## config.mk

```make
export PLATFORM = sky130hd
export DESIGN_NAME = da_share_sched_flat
export DESIGN_NICKNAME = d
export VERILOG_FILES = /design/src/rtl/da_share_sched_if.sv /design/src/rtl/da_share_sched.sv /design/src/flat_wrapper.sv
export SDC_FILE = /design/constraint.sdc
export NUM_CORES = 1
export LEC_CHECK = 0
export ABC_AREA = 0
export BUFFER_PORTS_ARGS = -buffer_cell sky130_fd_sc_hd__buf_4
export CORE_MARGIN = 2
export CORE_UTILIZATION = 44
export CTS_CLUSTER_DIAMETER = 30
export CTS_CLUSTER_SIZE = 16
export DETAILED_ROUTE_END_ITERATION = 8
export HOLD_SLACK_MARGIN = 0.08
export PLACE_DENSITY_LB_ADDON = 0.3
export SYNTH_ARGS = -nofsm -noshare
export SYNTH_HDL_FRONTEND = slang
export SYNTH_SLANG_ARGS = --single-unit
export TNS_END_PERCENT = 1
```

## constraint.sdc

```tcl
create_clock -name clk -period 4.85 [get_ports clk]
set_clock_uncertainty 0.15 [all_clocks]
set_input_delay 0.485 -clock clk [delete_from_list [all_inputs] [get_ports clk]]
set_output_delay 0.485 -clock clk [all_outputs]
set_load 0.05 [all_outputs]
```

## src/rtl/da_share_sched_if.sv

```systemverilog
// Bundle between the sample sources, the scheduler and the DA core.
// slave is the scheduler view; master is the environment (sources + core) view.
interface da_share_sched_if #(
  parameter int NCH = 4,
  parameter int CW  = 2,
  parameter int B   = 4,
  parameter int W   = 7
);
  logic [NCH-1:0]   req;
  logic [NCH*B-1:0] x_in0;
  logic [NCH*B-1:0] x_in1;
  logic [NCH*B-1:0] x_in2;
  logic [NCH-1:0]   gnt;
  logic             da_load;
  logic             da_en;
  logic             da_last;
  logic [B-1:0]     da_x0;
  logic [B-1:0]     da_x1;
  logic [B-1:0]     da_x2;
  logic [W-1:0]     da_p;
  logic [W-1:0]     y;
  logic             y_valid;
  logic [CW-1:0]    y_ch;
  logic             busy;

  modport slave (
    input  req, x_in0, x_in1, x_in2, da_p,
    output gnt, da_load, da_en, da_last, da_x0, da_x1, da_x2,
           y, y_valid, y_ch, busy
  );

  modport master (
    output req, x_in0, x_in1, x_in2, da_p,
    input  gnt, da_load, da_en, da_last, da_x0, da_x1, da_x2,
           y, y_valid, y_ch, busy
  );
endinterface

```

## src/rtl/da_share_sched.sv

```systemverilog
// Round-robin scheduler time-sharing one bit-serial DA core among NCH channels.
// Latency: req in IDLE -> gnt +1 -> y_valid +B+3; no backpressure, requests are not latched.
module da_share_sched #(
  parameter int NCH = 4,
  parameter int CW  = 2,
  parameter int B   = 4,
  parameter int W   = 7
) (
  input  logic             clk,
  input  logic             reset,
  da_share_sched_if.slave  bus
);
  localparam int CNTW = $clog2(B);
  localparam logic [1:0] S_IDLE = 2'd0;
  localparam logic [1:0] S_LOAD = 2'd1;
  localparam logic [1:0] S_RUN  = 2'd2;
  localparam logic [1:0] S_DONE = 2'd3;

  logic [1:0]      state;
  logic [CW-1:0]   ptr;
  logic [CW-1:0]   win;
  logic [CW-1:0]   pick;
  logic [CW-1:0]   idx;
  logic            found;
  logic [CNTW-1:0] cnt;
  logic [W-1:0]    y_q;
  logic [CW-1:0]   y_ch_q;
  logic            y_valid_q;

  // Scan starts at ptr; CW-bit index arithmetic wraps modulo NCH.
  always_comb begin
    pick  = '0;
    found = 1'b0;
    idx   = '0;
    for (int i = 0; i < NCH; i++) begin
      idx = ptr + CW'(i);
      if (!found && bus.req[idx]) begin
        pick  = idx;
        found = 1'b1;
      end
    end
  end

  always_ff @(posedge clk) begin
    if (reset) begin
      state     <= S_IDLE;
      ptr       <= '0;
      win       <= '0;
      cnt       <= '0;
      y_q       <= '0;
      y_ch_q    <= '0;
      y_valid_q <= 1'b0;
    end else begin
      y_valid_q <= 1'b0;
      case (state)
        S_IDLE: begin
          if (found) begin
            win   <= pick;
            state <= S_LOAD;
          end
        end
        S_LOAD: begin
          cnt   <= '0;
          state <= S_RUN;
        end
        S_RUN: begin
          cnt <= cnt + 1'b1;
          if (cnt == CNTW'(B - 1)) state <= S_DONE;
        end
        S_DONE: begin
          y_q       <= bus.da_p;
          y_ch_q    <= win;
          y_valid_q <= 1'b1;
          ptr       <= win + 1'b1;
          state     <= S_IDLE;
        end
        default: state <= S_IDLE;
      endcase
    end
  end

  // Outputs decode only registered state, so the samples are taken during LOAD itself.
  assign bus.gnt     = (state == S_LOAD) ? (NCH'(1) << win) : '0;
  assign bus.da_load = (state == S_LOAD);
  assign bus.da_en   = (state == S_RUN);
  assign bus.da_last = (state == S_RUN) && (cnt == CNTW'(B - 1));
  assign bus.da_x0   = (state == S_LOAD) ? bus.x_in0[win*B +: B] : '0;
  assign bus.da_x1   = (state == S_LOAD) ? bus.x_in1[win*B +: B] : '0;
  assign bus.da_x2   = (state == S_LOAD) ? bus.x_in2[win*B +: B] : '0;
  assign bus.busy    = (state != S_IDLE);
  assign bus.y       = y_q;
  assign bus.y_ch    = y_ch_q;
  assign bus.y_valid = y_valid_q;
endmodule
```

## src/flat_wrapper.sv

```systemverilog
// flat-port wrapper written by rule: the top's interface ports become plain ports
module da_share_sched_flat 
#(
  parameter int NCH = 4,
  parameter int CW  = 2,
  parameter int B   = 4,
  parameter int W   = 7
)
  (clk, reset, bus_req, bus_x_in0, bus_x_in1, bus_x_in2, bus_da_p, bus_gnt, bus_da_load, bus_da_en, bus_da_last, bus_da_x0, bus_da_x1, bus_da_x2, bus_y, bus_y_valid, bus_y_ch, bus_busy);
  da_share_sched_if #(.NCH(NCH), .CW(CW), .B(B), .W(W)) bus_i ();
  input  logic clk;
  input  logic reset;
  input wire logic [$bits(bus_i.req)-1:0] bus_req;
  input wire logic [$bits(bus_i.x_in0)-1:0] bus_x_in0;
  input wire logic [$bits(bus_i.x_in1)-1:0] bus_x_in1;
  input wire logic [$bits(bus_i.x_in2)-1:0] bus_x_in2;
  input wire logic [$bits(bus_i.da_p)-1:0] bus_da_p;
  output wire logic [$bits(bus_i.gnt)-1:0] bus_gnt;
  output wire logic [$bits(bus_i.da_load)-1:0] bus_da_load;
  output wire logic [$bits(bus_i.da_en)-1:0] bus_da_en;
  output wire logic [$bits(bus_i.da_last)-1:0] bus_da_last;
  output wire logic [$bits(bus_i.da_x0)-1:0] bus_da_x0;
  output wire logic [$bits(bus_i.da_x1)-1:0] bus_da_x1;
  output wire logic [$bits(bus_i.da_x2)-1:0] bus_da_x2;
  output wire logic [$bits(bus_i.y)-1:0] bus_y;
  output wire logic [$bits(bus_i.y_valid)-1:0] bus_y_valid;
  output wire logic [$bits(bus_i.y_ch)-1:0] bus_y_ch;
  output wire logic [$bits(bus_i.busy)-1:0] bus_busy;
  assign bus_i.req = bus_req;
  assign bus_i.x_in0 = bus_x_in0;
  assign bus_i.x_in1 = bus_x_in1;
  assign bus_i.x_in2 = bus_x_in2;
  assign bus_i.da_p = bus_da_p;
  assign bus_gnt = bus_i.gnt;
  assign bus_da_load = bus_i.da_load;
  assign bus_da_en = bus_i.da_en;
  assign bus_da_last = bus_i.da_last;
  assign bus_da_x0 = bus_i.da_x0;
  assign bus_da_x1 = bus_i.da_x1;
  assign bus_da_x2 = bus_i.da_x2;
  assign bus_y = bus_i.y;
  assign bus_y_valid = bus_i.y_valid;
  assign bus_y_ch = bus_i.y_ch;
  assign bus_busy = bus_i.busy;
  da_share_sched #(.NCH(NCH), .CW(CW), .B(B), .W(W)) u_core (.clk(clk), .reset(reset), .bus(bus_i));
endmodule
```

After elaboration in Yosys (flattened, before gate mapping)
Index checks and enable logic that the tools add are counted.
{"block": "word_totals", "reg_bits": 18, "in_bits": 61, "wordCells": 63}
{"block": "classes", "addsub": 5, "magnitude_cmp": 4, "n_eq_ne": 6, "shift": 4, "n_mux": 25, "n_reduce_logical": 12}
{"cell": "$shiftx A16 B5 Y4", "n": 3}
{"cell": "$mux W4", "n": 4}
{"cell": "$lt A2 B3 Y1 const B", "n": 4}
{"cell": "$mux W2", "n": 6}
{"cell": "$mux W1", "n": 9}
{"cell": "$bmux W1 S2", "n": 4}
{"cell": "$pmux W2 S4", "n": 1}
{"cell": "$add A2 B1 Y2 const B", "n": 3}
{"cell": "$eq A2 B2 Y1 const B", "n": 3}
{"cell": "$add A2 B2 Y2 const B", "n": 2}
{"cell": "$logic_and A1 B1 Y1", "n": 4}
{"cell": "$ne A2 B1 Y1 const B", "n": 2}
{"cell": "$pmux W2 S2", "n": 1}
{"cell": "$reduce_and A2 Y1", "n": 2}
{"cell": "$reduce_bool A2 Y1", "n": 2}
{"cell": "$shl A1 B2 Y4 const A", "n": 1}
{"cell": "$logic_not A1 Y1", "n": 3}
{"cell": "$eq A2 B1 Y1 const B", "n": 1}
{"cell": "$logic_not A2 Y1", "n": 1}

Logic depth before layout (Yosys ltp)
Gate-level depths: netlist of the first run.
{"block": "logic_depth", "ltp_word": 14, "mapped_depth": 6}

Worst setup path after synthesis of the first run
No wires, ideal clock.
{"block": "synth_path", "path_type": "reg2out", "start": "register u_core.state[1]", "end": "output bus_da_x0[0]", "arrival_ns": 1.610, "required_ns": 4.215, "path_slack_ns": 2.605, "path_stages_with_launch": 5, "path_cell_list": "dfxtp_1 > inv_1 > ha_1 > clkbuf_1 > and2_1"}
{"block": "synth_via", "elab_chain_len": 2}
{"item": "from (decl)", "line_no": "da_share_sched.sv:19", "rtl": "logic [1:0] state;"}
{"item": "from (signal assigned)", "line_no": "da_share_sched.sv:46", "rtl": "state <= S_IDLE;"}
{"item": "from (signal assigned)", "line_no": "da_share_sched.sv:59", "rtl": "state <= S_LOAD;"}
{"item": "from (signal assigned)", "line_no": "da_share_sched.sv:64", "rtl": "state <= S_RUN;"}
{"item": "$eq A2 B1 Y1"}
{"item": "via bus_da_load", "line_no": "flat_wrapper.sv:19", "rtl": "output wire logic [$bits(bus_i.da_load)-1:0] bus_da_load;"}
{"item": "$mux W4", "line_no": "da_share_sched.sv:87", "rtl": "assign bus.da_x0 = (state == S_LOAD) ? bus.x_in0[win*B +: B] : '0;"}
{"item": "to (decl)", "line_no": "flat_wrapper.sv:22", "rtl": "output wire logic [$bits(bus_i.da_x0)-1:0] bus_da_x0;"}
The timed path passes the listed nets, and every way through them passes these cells.

Final worst setup path of the first run
{"block": "layout_path", "start": "register u_core.win[0]", "end": "output bus_da_x1[1]"}
{"block": "layout_via", "elab_chain_len": 2}
{"item": "from (decl)", "line_no": "da_share_sched.sv:21", "rtl": "logic [CW-1:0] win;"}
{"item": "from (signal assigned)", "line_no": "da_share_sched.sv:58", "rtl": "win <= pick;"}
{"item": "$shiftx A16 B5 Y4", "line_no": "da_share_sched.sv:88", "rtl": "assign bus.da_x1 = (state == S_LOAD) ? bus.x_in1[win*B +: B] : '0;"}
{"item": "$mux W4", "line_no": "da_share_sched.sv:88"}
{"item": "to (decl)", "line_no": "flat_wrapper.sv:23", "rtl": "output wire logic [$bits(bus_i.da_x1)-1:0] bus_da_x1;"}
Every way passes these cells.

==> results.json, run 1 <==
{
  "outcome": "complete, no violations",
  "p_sw_uw": 411,
  "min_path_type": "input port to flop",
  "dp_hpwl_um": 2860,
  "finalCritPeriodShare": 0.574,
  "synth_edf_count": 0,
  "routed.top_layer": "met4",
  "overflow": 0,
  "core_area_mm2": 0.00278,
  "gp_congestion": 0.754,
  "ys_seq_elements": 18,
  "cap_violations": 0,
  "finalCriticalPeriod_ns": 2.78,
  "arrival_ns": 2.15,
  "dr.pass1.iters": 4,
  "critPathLaunchType": "flop",
  "cts.sinks": 18,
  "dr_wl_met2_um": 1860,
  "synth_flop_cell": "dfxtp_1",
  "placement_rows": 19,
  "cts_buffers": 3,
  "holdWs_ns": 0.293,
  "syn_avg_cell_area_um2": 10.1,
  "cp.required_ns": 4.22,
  "synthTopCellsByCount": "18 x dfxtp_1, 17 x and2_1, 15 x nor2_1, 12 x mux2i_1, 12 x mux4_2",
  "dieWidth_um": 58.1,
  "synthArstFlopShare": 0,
  "grt_start_max_net_pins": 19,
  "hold_viol_final": 0,
  "netlist_area_mm2": 0.00129,
  "synth_warnings": 0,
  "power_density_mw_per_mm2": 424,
  "die_h_um": 58.1,
  "clk_path_buf_depth": 2,
  "viasPerCell": 5.23,
  "synth.most_common_cell": "dfxtp_1",
  "cts.clk_slew.worst_paths_ns": 0.09,
  "synth_cell_types": 28,
  "io_buffers": 90,
  "ios": 91,
  "route.vias.total": 1276,
  "synth_fp_nets": 197,
  "grt_pass1_wl_um": 5240,
  "antenna_left": 0,
  "seqPwrFrac": 0.260,
  "met1_length_um": 1210,
  "wire_per_inst_um": 13.9,
  "tightest_slew_ns": 0.897,
  "grt_pass1_vias": 1218,
  "finalSetupTns_ns": 0,
  "drv_slew": 0,
  "drive_gt1_frac": 0.498,
  "syn_inst": 127,
  "crit_type": "flop to output pin",
  "grt_usage": 0.198,
  "cp-end-kind": "output pin",
  "clock-root-buffer": "clkbuf_4",
  "start_util": 0.463,
  "ctsHoldBuffers": 0,
  "ys_seq_area_frac": 0.280,
  "drt_iter0_markers": 48,
  "wirelength_um": 3400,
  "syn_to_final_growth_pct": 54.1,
  "clock_power_share": 0.081,
  "antenna_cells": 0,
  "htreeDepth": 1,
  "clock.fmax_ghz": 0.359,
  "nets": 285,
  "swShare": 0.488,
  "clk_latency_ns": 0.27,
  "pwr-share-comb": 0.659,
  "finalPower_uw": 841,
  "rsz0062_at_grt": "no",
  "cp_max_fo": 17,
  "postPlaceCellArea_mm2": 0.00196,
  "synthTopCellsByArea": "dfxtp_1 28%, mux4_2 21%, mux2i_1 9.3%",
  "drcViolationCount": 0,
  "synth_top_cell_area_share": 0.280,
  "p_int_uw": 430,
  "relSlewSlack": 0.401,
  "final_area_mm2": 0.00199,
  "antenna_found_initial": 0,
  "p_leak_nw": 0.929,
  "cts_setup_buffers": 0,
  "cts_tree": "yes",
  "finalSetupViolCount": 0,
  "post-synth-top-area-cell": "dfxtp_1",
  "die-area_mm2": 0.00338,
  "route.met3.wl_um": 300,
  "ir_drop_v": 0.000363,
  "cts_resized": 0
}
layer usage:
metal / GRT usage / vias up
met5: 0 / -
met4: 0.0498 / 0
met3: 0.0379 / 4
met2: 0.393 / 56
met1: 0.209 / 594
li1: - / 622
critical path, stage by stage, from the launching register on:
cell	delay (ns)
dfxtp_1	0.92
mux4_2	0.60
and2_1	0.17
buf_4	0.18
kinds of logic after synthesis:
group,Yosys count,synth area share
AOI/OAI and AO/OA,12,0.0515
adders and majority gates,9,0.0874
buffers and inverters,13,0.0485
DFF,18,0.280
muxes,24,0.303
and+or+nand+nor,51,0.230
per-stage QoR:
| stage | setup WS (ns) | cells | util |
|---|---|---|---|
| after detailed placement | 2.30 | 241 | 0.706 |
| final | 2.07 | 244 | 0.714 |
| after global routing | 1.87 | 244 | 0.714 |
| after CTS | 1.99 | 244 | 0.714 |
| after global placement | 2.37 | 241 | 0.706 |
| after floorplan | 2.61 | 127 | - |
layout make-up:
cell class / instances / area (um^2)
Multi-Input combinational cell: 96 / 866
Fill cell: 217 / 796
Timing Repair Buffer: 90 / 676
Sequential cell: 18 / 360
Tap cell: 31 / 38.8
Clock buffer: 3 / 22.5
Inverter: 6 / 22.5
power by group through the flow:
stage | Combinational [mW] | Clock, mW | Sequential [mW]
finish | 0.555 | 0.0678 | 0.219
global route | 0.592 | 0.0781 | 0.225
CTS | 0.559 | 0.0718 | 0.221
detailed placement | 0.559 | 0 | 0.224
global placement | 0.548 | 0 | 0.219
floorplan | 0.410 | 0 | 0.216
flip-flops by register name, indices dropped and copies added (netlist names):
register / cells
u_core.bus.y: 7
u_core.bus.y_ch: 2
u_core.bus.y_valid: 1
u_core.cnt: 2
u_core.ptr: 2
u_core.state: 2
u_core.win: 2
final timing paths:
check,start,end,slack (ns),cells past startpoint
setup / recovery,u_core.win[0],bus_da_x1[1],2.07,3
hold reg to reg,u_core.cnt[1],u_core.cnt[1],0.34,2
hold / removal,bus_da_p[3],u_core.bus.y[3],0.29,3
setup reg to reg,u_core.win[0],u_core.ptr[1],2.93,4
cell usage in the layout, fill, tap and decap left out, types with 2 or more instances in the layout:
cell type | synthesis | final
a21oi_1 | 7 | 7
and2_1 | 17 | 17
buf_4 | 1 | 90
clkbuf_4 | 0 | 3
dfxtp_1 | 18 | 18
ha_1 | 9 | 9
inv_1 | 6 | 6
mux2i_1 | 12 | 12
mux4_2 | 12 | 12
nand2_1 | 2 | 2
nand2b_1 | 2 | 2
nor2_1 | 15 | 15
nor2b_1 | 4 | 4
o21ai_0 | 3 | 3
or2b_1 | 2 | 2
Power figures use the tool's default switching activity.
==> run 2, diff against run 1 <==
- ABC_AREA: 0 -> 1
- clock period: 4.85 -> 2.6 ns (I/O delays scaled with it)
==> run 2 against run 1 <==
  * Via count up 48%
  * Setup slack worse by 1.7 ns
  * Flip-flop and latch count unchanged
  * Count of clock-buffer cells in the layout unchanged
  * Utilization down 2.1 points
  * Routed wire length up 32%
  * Synthesized cell count up 99%
==> results.json, run 2 <==
{
  "outcome": "complete, no violations",
  "cp-end-kind": "output pin",
  "htreeDepth": 1,
  "dr.pass1.iters": 4,
  "hold_path_depth": 2,
  "io_buffers": 90,
  "cp.required_ns": 2.19,
  "ir_drop_v": 0.000624,
  "die-area_mm2": 0.00394,
  "grt_pass1_vias": 1803,
  "cts_tree": "yes",
  "antenna_found_initial": 0,
  "dp_hpwl_um": 3400,
  "setup_ws_ns": 0.392,
  "post-synth-top-area-cell": "dfxtp_1",
  "drive_gt1_frac": 0.331,
  "final_area_mm2": 0.00231,
  "grt_pass1_wl_um": 7660,
  "drt_iter0_markers": 100,
  "cts.clk_slew.worst_paths_ns": 0.10,
  "clk_path_buf_depth": 2,
  "setup.worst_path.end": "bus_da_x0[2]",
  "cts_resized": 0,
  "power_density_mw_per_mm2": 976,
  "syn_inst": 253,
  "synth_fp_nets": 323,
  "p_leak_nw": 1.25,
  "grt_start_max_net_pins": 28,
  "netlist_area_mm2": 0.00152,
  "ys_seq_area_frac": 0.237,
  "clock.fmax_ghz": 0.453,
  "postPlaceCellArea_mm2": 0.00221,
  "ff2ff_setup_slack_ns": 0.83,
  "largest_reg_flops": 7,
  "drcViolationCount": 0,
  "grt_usage": 0.233,
  "ios": 91,
  "synthTopCellsByCount": "71 x nor2_1, 38 x nand2_1, 36 x o21ai_0, 21 x a21oi_1, 20 x inv_1",
  "synthArstFlopShare": 0,
  "overflow": 0,
  "synth_edf_count": 0,
  "core_area_mm2": 0.00334,
  "start_util": 0.456,
  "synth.most_common_cell": "nor2_1",
  "die_h_um": 62.8,
  "synth_warnings": 0,
  "layout_common_cells": "92 x buf_4, 71 x nor2_1, 38 x nand2_1",
  "relSlewSlack": 0.584,
  "worstRegToRegCells": 9,
  "final_common_cell": "buf_4",
  "tightest_slew_ns": 0.623,
  "rsz0062_at_grt": "no",
  "finalSetupTns_ns": 0,
  "clk_latency_ns": 0.30,
  "wirelength_um": 4480,
  "route.vias.total": 1894,
  "cts.sinks": 18,
  "arrival_ns": 1.80,
  "antenna_left": 0,
  "min_from": "u_core.bus.y_ch[0]",
  "utilization": 0.693,
  "finalSetupViolCount": 0,
  "critPathLaunchType": "flop",
  "hold_viol_final": 0,
  "syn_to_final_growth_pct": 52.1,
  "synth_cell_types": 19,
  "wire_per_inst_um": 11.5,
  "nets": 416,
  "synthTopCellsByArea": "dfxtp_1 24%, nor2_1 18%, o21ai_0 12%",
  "placement_rows": 21,
  "cts_buffers": 3,
  "synth_top_cell_area_share": 0.237,
  "min_path_type": "flop to flop",
  "cp_max_fo": 16,
  "viasPerCell": 4.86,
  "r2r-end": "u_core.win[0]",
  "gp_congestion": 0.813,
  "dp_slack_ns": 0.760,
  "finalCritPeriodShare": 0.849,
  "syn_avg_cell_area_um2": 6.01,
  "crit_type": "flop to output pin",
  "cap_violations": 0,
  "drv_slew": 0,
  "critPathLaunch": "u_core.win[1]",
  "synth_flop_cell": "dfxtp_1",
  "clock-root-buffer": "clkbuf_4",
  "holdWs_ns": 0.318,
  "dieWidth_um": 62.8,
  "antenna_cells": 0,
  "finalCriticalPeriod_ns": 2.21,
  "ys_seq_elements": 18,
  "r2r-start": "u_core.ptr[0]"
}
==> run 2: cell types whose count changed after synthesis, sizes merged, moves of 3 or more <==
| cell | before | now |
|---|---|---|
| nor2b | 4 | 0 |
| nand2 | 2 | 49 |
| clkbuf | 3 | 6 |
| and2 | 17 | 0 |
| mux2i | 12 | 0 |
| inv | 6 | 23 |
| o21ai | 3 | 36 |
| mux4 | 12 | 0 |
| nor2 | 15 | 72 |
| nand2b | 3 | 0 |
| a21oi | 7 | 21 |
| nand3 | 1 | 11 |
==> run 2: through the flow <==
step	cells	power [mW]
6_report	390	2.26
5_1_grt	390	2.46
4_1_cts	390	2.26
3_5_place_dp	379	2.11
3_3_place_gp	379	2.10
2_1_floorplan	253	1.68
==> run 2: repair_timing <==
item,4_1_cts,5_1_grt
hold buffers,8,0
hold endpoints to repair,11,0
buffers inserted,0,0
==> run 2: worst min-delay path by stage <==
stage / endpoint / slack (ns)
after CTS: u_core.bus.y_ch[0] / 0.32
after global placement: u_core.bus.y_ch[0] / 0.30
after floorplan: u_core.bus.y_ch[0] / 0.18
after global routing: u_core.bus.y_ch[0] / 0.35
after detailed placement: u_core.bus.y_ch[0] / 0.31
final: u_core.bus.y_ch[0] / 0.32
==> run 2: cells by family (layout without fill, tap and decap cells) <==
kind of cell,after synthesis,count (layout),synth area share
compound gates,58,58,0.193
buf+inv,35,126,0.0988
fa+ha+maj,9,9,0.0741
flops,18,18,0.237
simple gates,133,133,0.398
==> run 2: critical path: stages (launching register included) <==
cell and delay (ns):
dfxtp_1 0.32, buf_4 0.19, inv_1 0.26, nor2_1 0.18, o21ai_0 0.10, a21oi_1 0.21, buf_4 0.23
==> run 2: where the power goes <==
part | leakage [nW] | internal [mW] | total, mW | switching [mW]
registers | 0.147 | 0.341 | 0.389 | 0.0482
logic | 1.08 | 0.547 | 1.73 | 1.18
clock network | 0.0138 | 0.0541 | 0.137 | 0.0830
total | 1.25 | 0.942 | 2.26 | 1.31
==> run 2: layout make-up <==
class,count,area (um^2)
tap,46,57.6
inverter,23,91.3
timing repair buffer,100,771
fill,303,1020
multi-input combinational,200,1010
sequential,18,360
clock buffer,3,22.5
==> run 2: routing by layer <==
metal	wire length (um)	vias up	GRT usage
met3	254	9	0.0360
met4	80	0	0.0778
met1	1870	829	0.266
met2	2280	70	0.438
met5	0	-	0
li1	-	986	-
==> run 3, diff against run 2 <==
- clock period: 2.6 -> 2.1 ns (I/O delays scaled with it)
==> run 3 against run 2 <==
  * Largest power group unchanged
  * Die area is the same
  * Count of clock-buffer cells in the layout rose by 1
  * Global-route usage is 1.0 points higher
  * Clock power grew 53%
  * First-iteration DRC count down 9.0%
  * Worst hold slack better by 0.00064 ns
==> results.json, run 3 (synthesis results as in run 2) <==
{
  "outcome": "complete, no violations",
  "dieWidth_um": 62.8,
  "ff2ff_setup_slack_ns": 0.35,
  "relSlewSlack": 0.671,
  "antenna_cells": 0,
  "route.vias.total": 1928,
  "r2r-end": "u_core.win[1]",
  "holdWs_ns": 0.319,
  "start_util": 0.456,
  "antenna_left": 0,
  "finalCritPeriodShare": 0.944,
  "critPathLaunchType": "flop",
  "htreeDepth": 1,
  "ios": 91,
  "nets": 420,
  "die-area_mm2": 0.00394,
  "cp.required_ns": 1.74,
  "die_h_um": 62.8,
  "core_area_mm2": 0.00334,
  "grt_pass1_vias": 1919,
  "cts.sinks": 18,
  "worstRegToRegCells": 9,
  "tightest_slew_ns": 0.493,
  "final_common_cell": "buf_4",
  "placed_cells": 383,
  "overflow": 0,
  "crit_type": "flop to output pin",
  "finalPower_mw": 3.12,
  "cap_violations": 0,
  "nFillCells": 280,
  "wirelength_um": 4700,
  "antenna_found_initial": 0,
  "syn_to_final_growth_pct": 63.0,
  "p_leak_nw": 1.28,
  "cp-end-kind": "output pin",
  "placement_rows": 21,
  "grt_start_max_net_pins": 19,
  "gp_congestion": 0.927,
  "hold_path_depth": 2,
  "cts_tree": "yes",
  "drcViolationCount": 0,
  "cts_setup_buffers": 0,
  "clock-root-buffer": "clkbuf_4",
  "clk_path_buf_depth": 2,
  "dr.pass1.iters": 4,
  "cts.clk_slew.worst_paths_ns": 0.10,
  "min_from": "u_core.cnt[1]",
  "arrival_ns": 1.62,
  "min_path_type": "flop to flop",
  "clk_latency_ns": 0.29,
  "cts_buffers": 3,
  "viasPerCell": 4.88,
  "finalSetupViolCount": 0,
  "layout_common_cells": "95 x buf_4, 71 x nor2_1, 38 x nand2_1",
  "rsz0062_at_grt": "no",
  "grt_usage": 0.244,
  "drive_gt1_frac": 0.375,
  "r2r-start": "u_core.ptr[0]",
  "ir_drop_v": 0.000708,
  "grt_pass1_wl_um": 8070,
  "layoutNonFillerInstCount": 395,
  "drv_slew": 0,
  "finalCriticalPeriod_ns": 1.98,
  "wire_per_inst_um": 11.9,
  "power_density_mw_per_mm2": 1260,
  "cp_max_fo": 12,
  "largest_reg_flops": 7,
  "clock.fmax_ghz": 0.505,
  "whs_endpoint": "u_core.cnt[1]",
  "hold_viol_final": 0,
  "drt_iter0_markers": 91,
  "io_buffers": 90,
  "dp_hpwl_um": 3570
}
run 3: per-stage QoR:
step | cell area [um^2] | util | setup TNS, ns | setup slack (ns)
CTS | 2470 | 0.741 | 0 | 0.0502
detailed placement | 2350 | 0.706 | 0 | 0.261
global placement | 2350 | 0.706 | 0 | 0.312
floorplan | 1640 | - | -0.00407 | -0.00204
global route | 2480 | 0.743 | 0 | 0.00922
finish | 2480 | 0.743 | 0 | 0.118
run 3: where the power goes:
part           total (mW)  internal [mW]  switching (mW)
Sequential          0.517          0.429          0.0877
Clock               0.209          0.106           0.104
Combinational        2.39          0.782            1.61
Total                3.12           1.32            1.80
run 3: final cells by class:
type,instances,area [um^2],area share
multi-input combinational,200,1120,0.454
inverter,23,91.3,0.0369
clock buffer,4,36.3,0.0146
sequential,18,364,0.147
tap,46,57.6,0.0232
timing repair buffer,104,805,0.325
run 3: critical path: stages (launching register included):
cell and delay [ns]:
dfxtp_1 0.35, inv_1 0.08, ha_2 0.24, inv_1 0.05, buf_4 0.22, a21oi_1 0.16
buf_4 0.22
run 3: layer usage:
layer / wire, um / part of all wire / up-vias / global-route usage
met2: 2470 / 0.53 / 70 / 0.480
li1: - / - / 999 / -
met5: 0 / 0 / - / 0
met4: 62 / 0.013 / 0 / 0.0444
met3: 256 / 0.054 / 6 / 0.0324
met1: 1910 / 0.41 / 853 / 0.277
run 3: how the worst max path moves through the flow:
stage	slack [ns]	endpoint	start	cells after the start
global placement	0.31	bus_da_x2[2]	u_core.win[0]	6
floorplan	-0.002	bus_da_x1[3]	u_core.win[0]	6
global route	0.009	bus_da_x1[3]	u_core.state[1]	6
CTS	0.05	bus_da_x1[2]	u_core.win[0]	6
detailed placement	0.26	bus_da_x1[2]	u_core.win[0]	6
finish	0.12	bus_da_x1[3]	u_core.state[1]	6
run 3: what timing repair did:
item / in CTS / in global routing
setup endpoints to repair: 7 / 11
endpoints found under the hold margin: 11 / 0
gates resized for setup: 1 / 3
hold buffers: 8 / 0
